**config.mk**
```make
export PLATFORM = sky130hd
export DESIGN_NAME = rs_encode_stream_out_ctrl
export DESIGN_NICKNAME = d
export VERILOG_FILES = /design/src/rtl/rs_encode_stream_out_ctrl.sv
export SDC_FILE = /design/constraint.sdc
export NUM_CORES = 1
export LEC_CHECK = 0
export BUFFER_PORTS_ARGS = -buffer_cell sky130_fd_sc_hd__buf_2
export CAP_MARGIN = 40
export CORE_AREA = 2 2 525 527
export DETAILED_ROUTE_END_ITERATION = 6
export DIE_AREA = 0 0 527 529
export PLACE_DENSITY = 0.3
export SYNTH_ARGS = -nofsm -noshare
export SYNTH_HDL_FRONTEND = slang
export SYNTH_SLANG_ARGS = --single-unit
```
**constraint.sdc**
```tcl
create_clock -name clk -period 4.5 [get_ports clk]
set_input_delay 0.45 -clock clk [delete_from_list [all_inputs] [get_ports clk]]
set_output_delay 0.45 -clock clk [all_outputs]
set_load 0.005 [all_outputs]
```
**src/rtl/rs_encode_stream_out_ctrl.sv**
```systemverilog
// RS encode output controller: accepts per-request block count, emits one
// response header, then drains BLOCK_LINES-line blocks from the RS units in
// strict round-robin order as a single stream with a last-line flag.
// Optional build macro: RS_OUT_CTRL_STATS_EN adds saturating request/line
// statistics counters (stat_req_cnt, stat_line_cnt).
module rs_encode_stream_out_ctrl #(
  parameter int unsigned NUM_RS_UNITS   = 4,
  parameter int unsigned NUM_RS_UNITS_W = (NUM_RS_UNITS > 1) ? $clog2(NUM_RS_UNITS) : 1,
  parameter int unsigned DATA_W         = 256,
  parameter int unsigned BLOCK_LINES    = 8,
  parameter int unsigned BLOCK_CNT_W    = 16
) (
  input  logic                           clk,
  input  logic                           rst_n,
  input  logic                           in_ctrl_out_ctrl_val,
  output logic                           out_ctrl_in_ctrl_rdy,
  input  logic [BLOCK_CNT_W-1:0]         in_ctrl_out_ctrl_num_blocks,
  input  logic [NUM_RS_UNITS-1:0]        rs_unit_out_ctrl_val,
  input  logic [NUM_RS_UNITS*DATA_W-1:0] rs_unit_out_ctrl_data,
  output logic [NUM_RS_UNITS-1:0]        out_ctrl_rs_unit_rdy,
  output logic                           stream_encoder_dst_hdr_val,
  output logic [BLOCK_CNT_W-1:0]         stream_encoder_dst_hdr_num_blocks,
  input  logic                           dst_stream_encoder_hdr_rdy,
  output logic                           stream_encoder_dst_data_val,
  output logic [DATA_W-1:0]              stream_encoder_dst_data,
  output logic                           stream_encoder_dst_data_last,
  input  logic                           dst_stream_encoder_data_rdy
`ifdef RS_OUT_CTRL_STATS_EN
  ,
  output logic [31:0]                    stat_req_cnt,
  output logic [31:0]                    stat_line_cnt
`endif
);

  localparam int unsigned LINE_CNT_W = $clog2(BLOCK_LINES);
  localparam logic [LINE_CNT_W-1:0]     LAST_LINE = LINE_CNT_W'(BLOCK_LINES - 1);
  localparam logic [NUM_RS_UNITS_W-1:0] LAST_UNIT = NUM_RS_UNITS_W'(NUM_RS_UNITS - 1);

  typedef enum logic [1:0] {
    ST_READY,
    ST_SEND_HDR,
    ST_STREAM
  } state_t;

  state_t                    r_state;
  logic [NUM_RS_UNITS_W-1:0] r_unit_sel;
  logic [LINE_CNT_W-1:0]     r_line_cnt;
  logic [BLOCK_CNT_W-1:0]    r_block_cnt;
  logic [BLOCK_CNT_W-1:0]    r_num_blocks;

  logic [NUM_RS_UNITS-1:0][DATA_W-1:0] w_unit_data;
  logic                                w_hdr_xfer;
  logic                                w_line_xfer;
  logic                                w_last_line;
  logic                                w_last_block;

  assign w_unit_data = rs_unit_out_ctrl_data;

  // Handshake decode and zero-latency pass-through from the selected unit
  always_comb begin
    w_last_line                       = (r_line_cnt == LAST_LINE);
    w_last_block                      = (r_block_cnt == (r_num_blocks - BLOCK_CNT_W'(1)));
    out_ctrl_in_ctrl_rdy              = (r_state == ST_READY);
    stream_encoder_dst_hdr_val        = (r_state == ST_SEND_HDR);
    stream_encoder_dst_hdr_num_blocks = '0;
    stream_encoder_dst_data_val       = 1'b0;
    stream_encoder_dst_data           = '0;
    stream_encoder_dst_data_last      = 1'b0;
    out_ctrl_rs_unit_rdy              = '0;
    if (r_state == ST_SEND_HDR) begin
      stream_encoder_dst_hdr_num_blocks = r_num_blocks;
    end
    if (r_state == ST_STREAM) begin
      stream_encoder_dst_data_val      = rs_unit_out_ctrl_val[r_unit_sel];
      stream_encoder_dst_data          = w_unit_data[r_unit_sel];
      stream_encoder_dst_data_last     = w_last_line && w_last_block;
      out_ctrl_rs_unit_rdy[r_unit_sel] = dst_stream_encoder_data_rdy;
    end
    w_hdr_xfer  = stream_encoder_dst_hdr_val && dst_stream_encoder_hdr_rdy;
    w_line_xfer = stream_encoder_dst_data_val && dst_stream_encoder_data_rdy;
  end

  // Request sequencing: metadata accept, header, round-robin block drain
  always_ff @(posedge clk or negedge rst_n) begin
    if (!rst_n) begin
      r_state      <= ST_READY;
      r_unit_sel   <= '0;
      r_line_cnt   <= '0;
      r_block_cnt  <= '0;
      r_num_blocks <= '0;
    end else begin
      case (r_state)
        ST_READY: begin
          if (in_ctrl_out_ctrl_val) begin
            r_num_blocks <= in_ctrl_out_ctrl_num_blocks;
            r_unit_sel   <= '0;
            r_line_cnt   <= '0;
            r_block_cnt  <= '0;
            r_state      <= ST_SEND_HDR;
          end
        end
        ST_SEND_HDR: begin
          if (w_hdr_xfer) begin
            r_state <= (r_num_blocks == '0) ? ST_READY : ST_STREAM;
          end
        end
        ST_STREAM: begin
          if (w_line_xfer) begin
            if (w_last_line) begin
              r_line_cnt  <= '0;
              r_block_cnt <= r_block_cnt + BLOCK_CNT_W'(1);
              r_unit_sel  <= (r_unit_sel == LAST_UNIT) ? '0 : r_unit_sel + NUM_RS_UNITS_W'(1);
              if (w_last_block) begin
                r_state <= ST_READY;
              end
            end else begin
              r_line_cnt <= r_line_cnt + LINE_CNT_W'(1);
            end
          end
        end
        default: r_state <= ST_READY;
      endcase
    end
  end

`ifdef RS_OUT_CTRL_STATS_EN
  // Saturating counters of completed header and line transfers
  always_ff @(posedge clk or negedge rst_n) begin
    if (!rst_n) begin
      stat_req_cnt  <= '0;
      stat_line_cnt <= '0;
    end else begin
      if (w_hdr_xfer && (stat_req_cnt != '1)) begin
        stat_req_cnt <= stat_req_cnt + 32'd1;
      end
      if (w_line_xfer && (stat_line_cnt != '1)) begin
        stat_line_cnt <= stat_line_cnt + 32'd1;
      end
    end
  end
`endif

endmodule

```
==> out/qor.txt, run 1 <==
Status = complete, no violations
Crit path from = r_num_blocks[0]$_DFFE_PN0P_
FF-to-FF Start = r_unit_sel[1]$_DFFE_PN0P_
Hold Crit Class = in2async
CTS root buf = clkbuf_16
Vias = 16464
RSZ-0062 raised after global routing = no
CP max stage cell = dfrtp_1
Top post-synthesis cells by area = mux4_2 (56%), and2_1 (17%), dfrtp_1 (9.5%), clkbuf_1 (2.3%), mux2_2 (1.5%)
Worst R2R Setup Slack = 1.61 ns
Crit path time final = 3.40 ns
Post-synthesis cell area = 0.0103 sq mm
Net switching fraction of the power = 56.6%
Worst Path Required = 4.05 ns
Clk buf depth = 2
Top_reg_cell synth = dfrtp_1
Avg Cell Area, Syn = 11.8 sq um
Post-route ant nets = 0
Final Cycle Share = 75.5%
H-tree Lvls = 2
Reg clk slew, reported paths = 0.06 ns
Critical Path AT = 2.95 ns
Hpwl dp = 235000 microns
Crit path kind = reg2out
TNS Setup = 0 ns
Layout Skew = 0.00757 ns
Share of cells above drive strength 1 = 77.2%
Slew at the pin closest to its max-slew limit = 0.848 ns
Clock power share = 4.7%
IO Port Bufs = 1328
Row cnt = 192
Flops & latches, synth = 39
Max-slew violations = 0
Area share of the largest cell type after synthesis = 56.2%
Via-per-instance ratio = 2.82
Initial core utilization = 3.77%
Placed insts = 5721
Avg WL per Cell = 42.3 microns
Worst setup SP type = flop
DRC violation total after the first TritonRoute iteration = 1151
Post-Route WL = 247000 microns
Worst R2R Path Depth = 7
Synth Instances = 871
Synth unique cells = 51
Core Util, Final = 8.02%
Antenna violations before repair = 459
Nets = 3197
Area growth, synth to finish = 112%
Total gr overflow = 0
Vert. Die Dim = 529 microns
Critical path capture point type = output pin
EDFF count, synth = 0
Fmax = 294 MHz
Largest net degree at the start of global routing = 74
Num CTS Buffers = 5
Vias in the first global route = 15739
Maxcap violations = 0
Worst relative slew slack = 43.5%
Clk Latency, worst-skew pair = 0.29 ns
Reg2reg end = r_block_cnt[9]$_DFFE_PN0P_
Leakage = 9.06 nW
Post-Layout Cell Count = 5831
Post_cts resized = 0
Setup repair bufs after CTS = 0
Final setup vio count = 0
Internal power = 4.07 mW
Max incr delay on CP = 0.48 ns
VDD IR max = 0.201 mV
Die ar. = 0.279 sq mm
TritonCTS Sinks = 39
Combinational Power Share = 87.1%
Die Span X = 527 microns
Worst Setup EP = stream_encoder_dst_data_last
# hold bufs at CTS = 0
P per Cell Area = 429 mW/mm^2
TritonCTS clock tree = built
First-pass GRT wire length = 282000 microns
Post-Syn Nets = 1929
Psw = 5.31 mW
Worst Path Max Fanout = 9
Hold Fails Final Rpt = 0
DRC viols = 0
Ys Warns = 0
Synth async-reset ratio = 100%
Worst-path cell chain = inv_1 > ha_1 > a21boi_1 > o41ai_1 > a31oi_1 > or3_1 > nor4_1 > buf_2
Final Power = 9.39 mW
Seq pwr share = 8.2%
Largest area contributor in the netlist = mux4_2
RD Place Congestion = 1.02
Post-synthesis sequential area ratio = 9.48%
# IOs = 1329
Gr usage total = 17.0%
Core area = 0.273 sq mm
Fillcell total = 32212
Number of iterations in the first detailed-routing pass = 4
-- final cells by class --
cell class              instances  area (sq um)  area share [%]
well taps                    3589          4490            20.5
inverters                       7          26.3           0.120
diodes                        102           255            1.17
clock buffers                   6           139           0.635
clock inverters                 2          38.8           0.177
repair buffers               1362          7060            32.3
multi-input cells             724          8880            40.6
flip-flops and latches         39           983            4.50
-- power by group through the flow --
stage	clock (mW)	combinational, mW	sequential, mW
after detailed placement	0	8.52	0.784
after floorplan	0	3.90	0.548
after global routing	0.468	8.74	0.797
after global placement	0	8.56	0.778
final	0.441	8.18	0.769
after CTS	0.450	8.53	0.778
-- cell usage after synthesis, drive strengths merged (5+ instances only) --
library cell	number
and2	273
mux4	257
clkbuf	64
dfrtp	39
buf	37
nand2	27
nor2	24
mux2	15
xor2	15
xnor2	14
and3	10
o21ai	10
ha	9
inv	7
nor4	7
nand4	6
nor3	6
a21oi	5
nand3	5
-- kinds of logic after synthesis --
kind of cell             Yosys count  synth area share (%)
AND/OR/NAND/NOR                  378                  22.2
multiplexers                     275                  58.2
buffers and inverters            108                  4.42
flip-flops                        39                  9.48
AO/OA/AOI/OAI                     33                  2.18
XOR/XNOR                          29                  2.47
adder cells (fa/ha/maj)            9                  1.09
-- per-layer routing --
metal	share of wire, %	vias to the layer above	GRT usage (%)
met4	2.5	206	2.23
met3	13	690	8.78
met5	0.54	-	0
met1	40	7850	20.4
li1	-	6101	-
met2	45	1617	27.5
-- state kept, by name, indices dropped and copies added, names as in the netlist --
register and count:
r_block_cnt 16, r_state 2, r_unit_sel 2, r_num_blocks 16, r_line_cnt 3
-- worst min path at each step --
stage,start,to,slack (ns),depth (start not counted)
after floorplan,rst_n,r_block_cnt[0]$_DFFE_PN0P_,0.15,0
after global placement,r_line_cnt[2]$_DFFE_PN0P_,r_line_cnt[2]$_DFFE_PN0P_,0.48,2
after detailed placement,r_line_cnt[1]$_DFFE_PN0P_,r_line_cnt[1]$_DFFE_PN0P_,0.48,2
after CTS,rst_n,r_line_cnt[2]$_DFFE_PN0P_,0.27,2
after global routing,rst_n,r_num_blocks[2]$_DFFE_PN0P_,0.29,2
final,rst_n,r_num_blocks[12]$_DFFE_PN0P_,0.22,2
-- per-stage QoR --
stage | hold WS (ns) | cell area, sq um | setup WS, ns
finish | 0.225 | 21900 | 1.10
global route | 0.292 | 21700 | 0.912
CTS | 0.271 | 21600 | 1.07
detailed placement | 0.483 | 21400 | 1.39
global placement | 0.484 | 21400 | 1.00
floorplan | 0.154 | 10300 | 1.90
-- critical path: cells and delay by family (launching register included) --
family	cells	cell delay, ns
simple gates	2	0.83
fa+ha+maj	1	0.38
compound gates	3	0.60
flops	1	0.48
buf+inv	2	0.35
-- cell usage in the layout (no fill, tap or decap), types with 6 or more instances in the layout --
cell type,instances
buf_2,1328
inv_1,7
dfrtp_1,37
xnor2_1,14
nand4_1,6
buf_12,13
and3_1,10
xor2_1,15
mux2_2,14
ha_1,9
and2_1,273
diode_2,102
nand2_1,27
nor2_1,23
buf_4,21
o21ai_0,7
mux4_2,257
No activity file was read; power rests on OpenSTA's default activity.
==> run 2, diff against run 1 <==
==> constraint.sdc (replaced) <==
create_clock -name clk -period 2.99 [get_ports clk]
set_input_delay 0.299 -clock clk [delete_from_list [all_inputs] [get_ports clk]]
set_output_delay 0.299 -clock clk [all_outputs]
set_load 0.005 [all_outputs]
==> out/qor.txt, run 2 (synthesis results as in run 1) <==
Most common cell after layout, fill and taps aside = buf_2
RSZ-0062 raised after global routing = yes
DRC violation total after the first TritonRoute iteration = 1086
Vert. Die Dim = 529 microns
DRC viols = 0
Final Power = 14.6 mW
P per Cell Area = 660 mW/mm^2
Largest net degree at the start of global routing = 66
Critical Path AT = 2.63 ns
VDD IR max = 0.311 mV
Area growth, synth to finish = 115%
Leakage = 9.24 nW
Post-Layout Cell Count = 5828
Antenna violations before repair = 399
Fillcell total = 32224
Crit path kind = reg2out
Fmax = 341 MHz
Max-slew violations = 0
CTS root buf = clkbuf_16
First-pass GRT wire length = 285000 microns
TritonCTS clock tree = built
Final Cycle Share = 98.1%
Final setup vio count = 0
Storage cell area = 985 sq um
Reg clk slew, reported paths = 0.07 ns
Clk Latency, worst-skew pair = 0.30 ns
H-tree Lvls = 2
Via-per-instance ratio = 2.80
Die Span X = 527 microns
Maxcap violations = 0
Core area = 0.273 sq mm
Die ar. = 0.279 sq mm
Worst Path Max Fanout = 6
Initial core utilization = 3.77%
Post-route ant nets = 0
Worst relative slew slack = 58.9%
Number of iterations in the first detailed-routing pass = 5
Share of cells above drive strength 1 = 77.9%
Violations in the final reports = hold timing
# IOs = 1329
Critical path capture point type = output pin
Hold Fails Final Rpt = 6
Nets = 3230
Post-Route WL = 250000 microns
IO Port Bufs = 1328
Biggest registers after layout = r_block_cnt: 16 flops, r_num_blocks: 16 flops, r_line_cnt: 3 flops
Commonest non-fill, non-tap cells in the layout = buf_2 (1328), and2_1 (273), mux4_2 (257)
TritonCTS Sinks = 39
Worst hold margin = -0.00764 ns
Placed insts = 5753
Row cnt = 192
Vias = 16304
Crit path time final = 2.93 ns
Hold Crit Class = in2async
Gr usage total = 17.2%
Worst Path Required = 2.69 ns
Footprint of the multi-input gates = 0.00891 sq mm
Num CTS Buffers = 5
Vias in the first global route = 15975
Hpwl dp = 239000 microns
Worst setup SP type = flop
Slew at the pin closest to its max-slew limit = 0.617 ns
Clk buf depth = 2
Total gr overflow = 0
Status = finished with violations
RD Place Congestion = 0.944
Layout Skew = 0.00827 ns
Avg WL per Cell = 42.8 microns
run 2: metal layers:
metal | routed length, microns | share of wire, % | track usage [%] | vias to the layer above
li1 | - | - | - | 6128
met4 | 5730 | 2.3 | 2.22 | 132
met2 | 115000 | 46 | 28.4 | 1504
met1 | 99400 | 40 | 20.7 | 7973
met3 | 29000 | 12 | 7.92 | 567
met5 | 874 | 0.35 | 0 | -
run 2: worst paths after layout:
check / start / to / slack (ns) / cells past startpoint
min reg2reg: r_line_cnt[1]$_DFFE_PN0P_ / r_line_cnt[1]$_DFFE_PN0P_ / 0.50 / 2
min: rst_n / r_line_cnt[2]$_DFFE_PN0P_ / -0.008 / 1
max in group asynchronous: rst_n / r_num_blocks[1]$_DFFE_PN0P_ / 2.25 / 2
max reg2reg: r_num_blocks[2]$_DFFE_PN0P_ / r_state[1]$_DFFE_PN0P_ / 0.41 / 8
min in group clk: in_ctrl_out_ctrl_num_blocks[14] / r_num_blocks[14]$_DFFE_PN0P_ / 0.24 / 2
max: r_num_blocks[2]$_DFFE_PN0P_ / stream_encoder_dst_data_last / 0.06 / 7
run 2: where the power goes:
group | total (mW) | switching (mW) | leakage, nW | internal (mW)
Clock | 0.653 | 0.256 | 0.0808 | 0.397
Sequential | 0.948 | 0.258 | 0.500 | 0.690
Combinational | 13.0 | 7.64 | 8.66 | 5.36
run 2: repair_timing:
action	in CTS	in global routing
setup buffers	1	0
pin swaps	1	1
gates resized for setup	6	2
hold buffers	0	0
endpoints found under the setup margin	1	3
run 2: final cells by class:
cell class / instances / area share, %
multi-input combinational: 724 / 40.3
inverter: 7 / 0.119
timing repair buffer: 1395 / 33.3
clock inverter: 3 / 0.209
sequential: 39 / 4.45
tap: 3589 / 20.3
clock buffer: 5 / 0.565
antenna: 66 / 0.746
run 2: critical path, stage by stage, from the launching register on:
cell and delay, ns:
dfrtp_2 0.46, or4_4 0.60, nor4_4 0.16, xnor2_1 0.11
a2111oi_2 0.30, nand4_1 0.25, nor4_4 0.29, buf_2 0.17
run 2: stage by stage:
stage          worst slack, ns  util, %  TNS (ns)  hold WS [ns]  cell area, sq um
6_report                0.0577     8.11         0      -0.00764             22100
5_1_grt                 -0.108     8.06    -0.108        0.0238             22000
2_1_floorplan            0.539        -         0       0.00341             10300
3_5_place_dp            0.0848     7.97         0         0.340             21700
3_3_place_gp           -0.0425     7.97   -0.0425         0.338             21700
4_1_cts                -0.0125     8.05   -0.0125       0.00874             22000
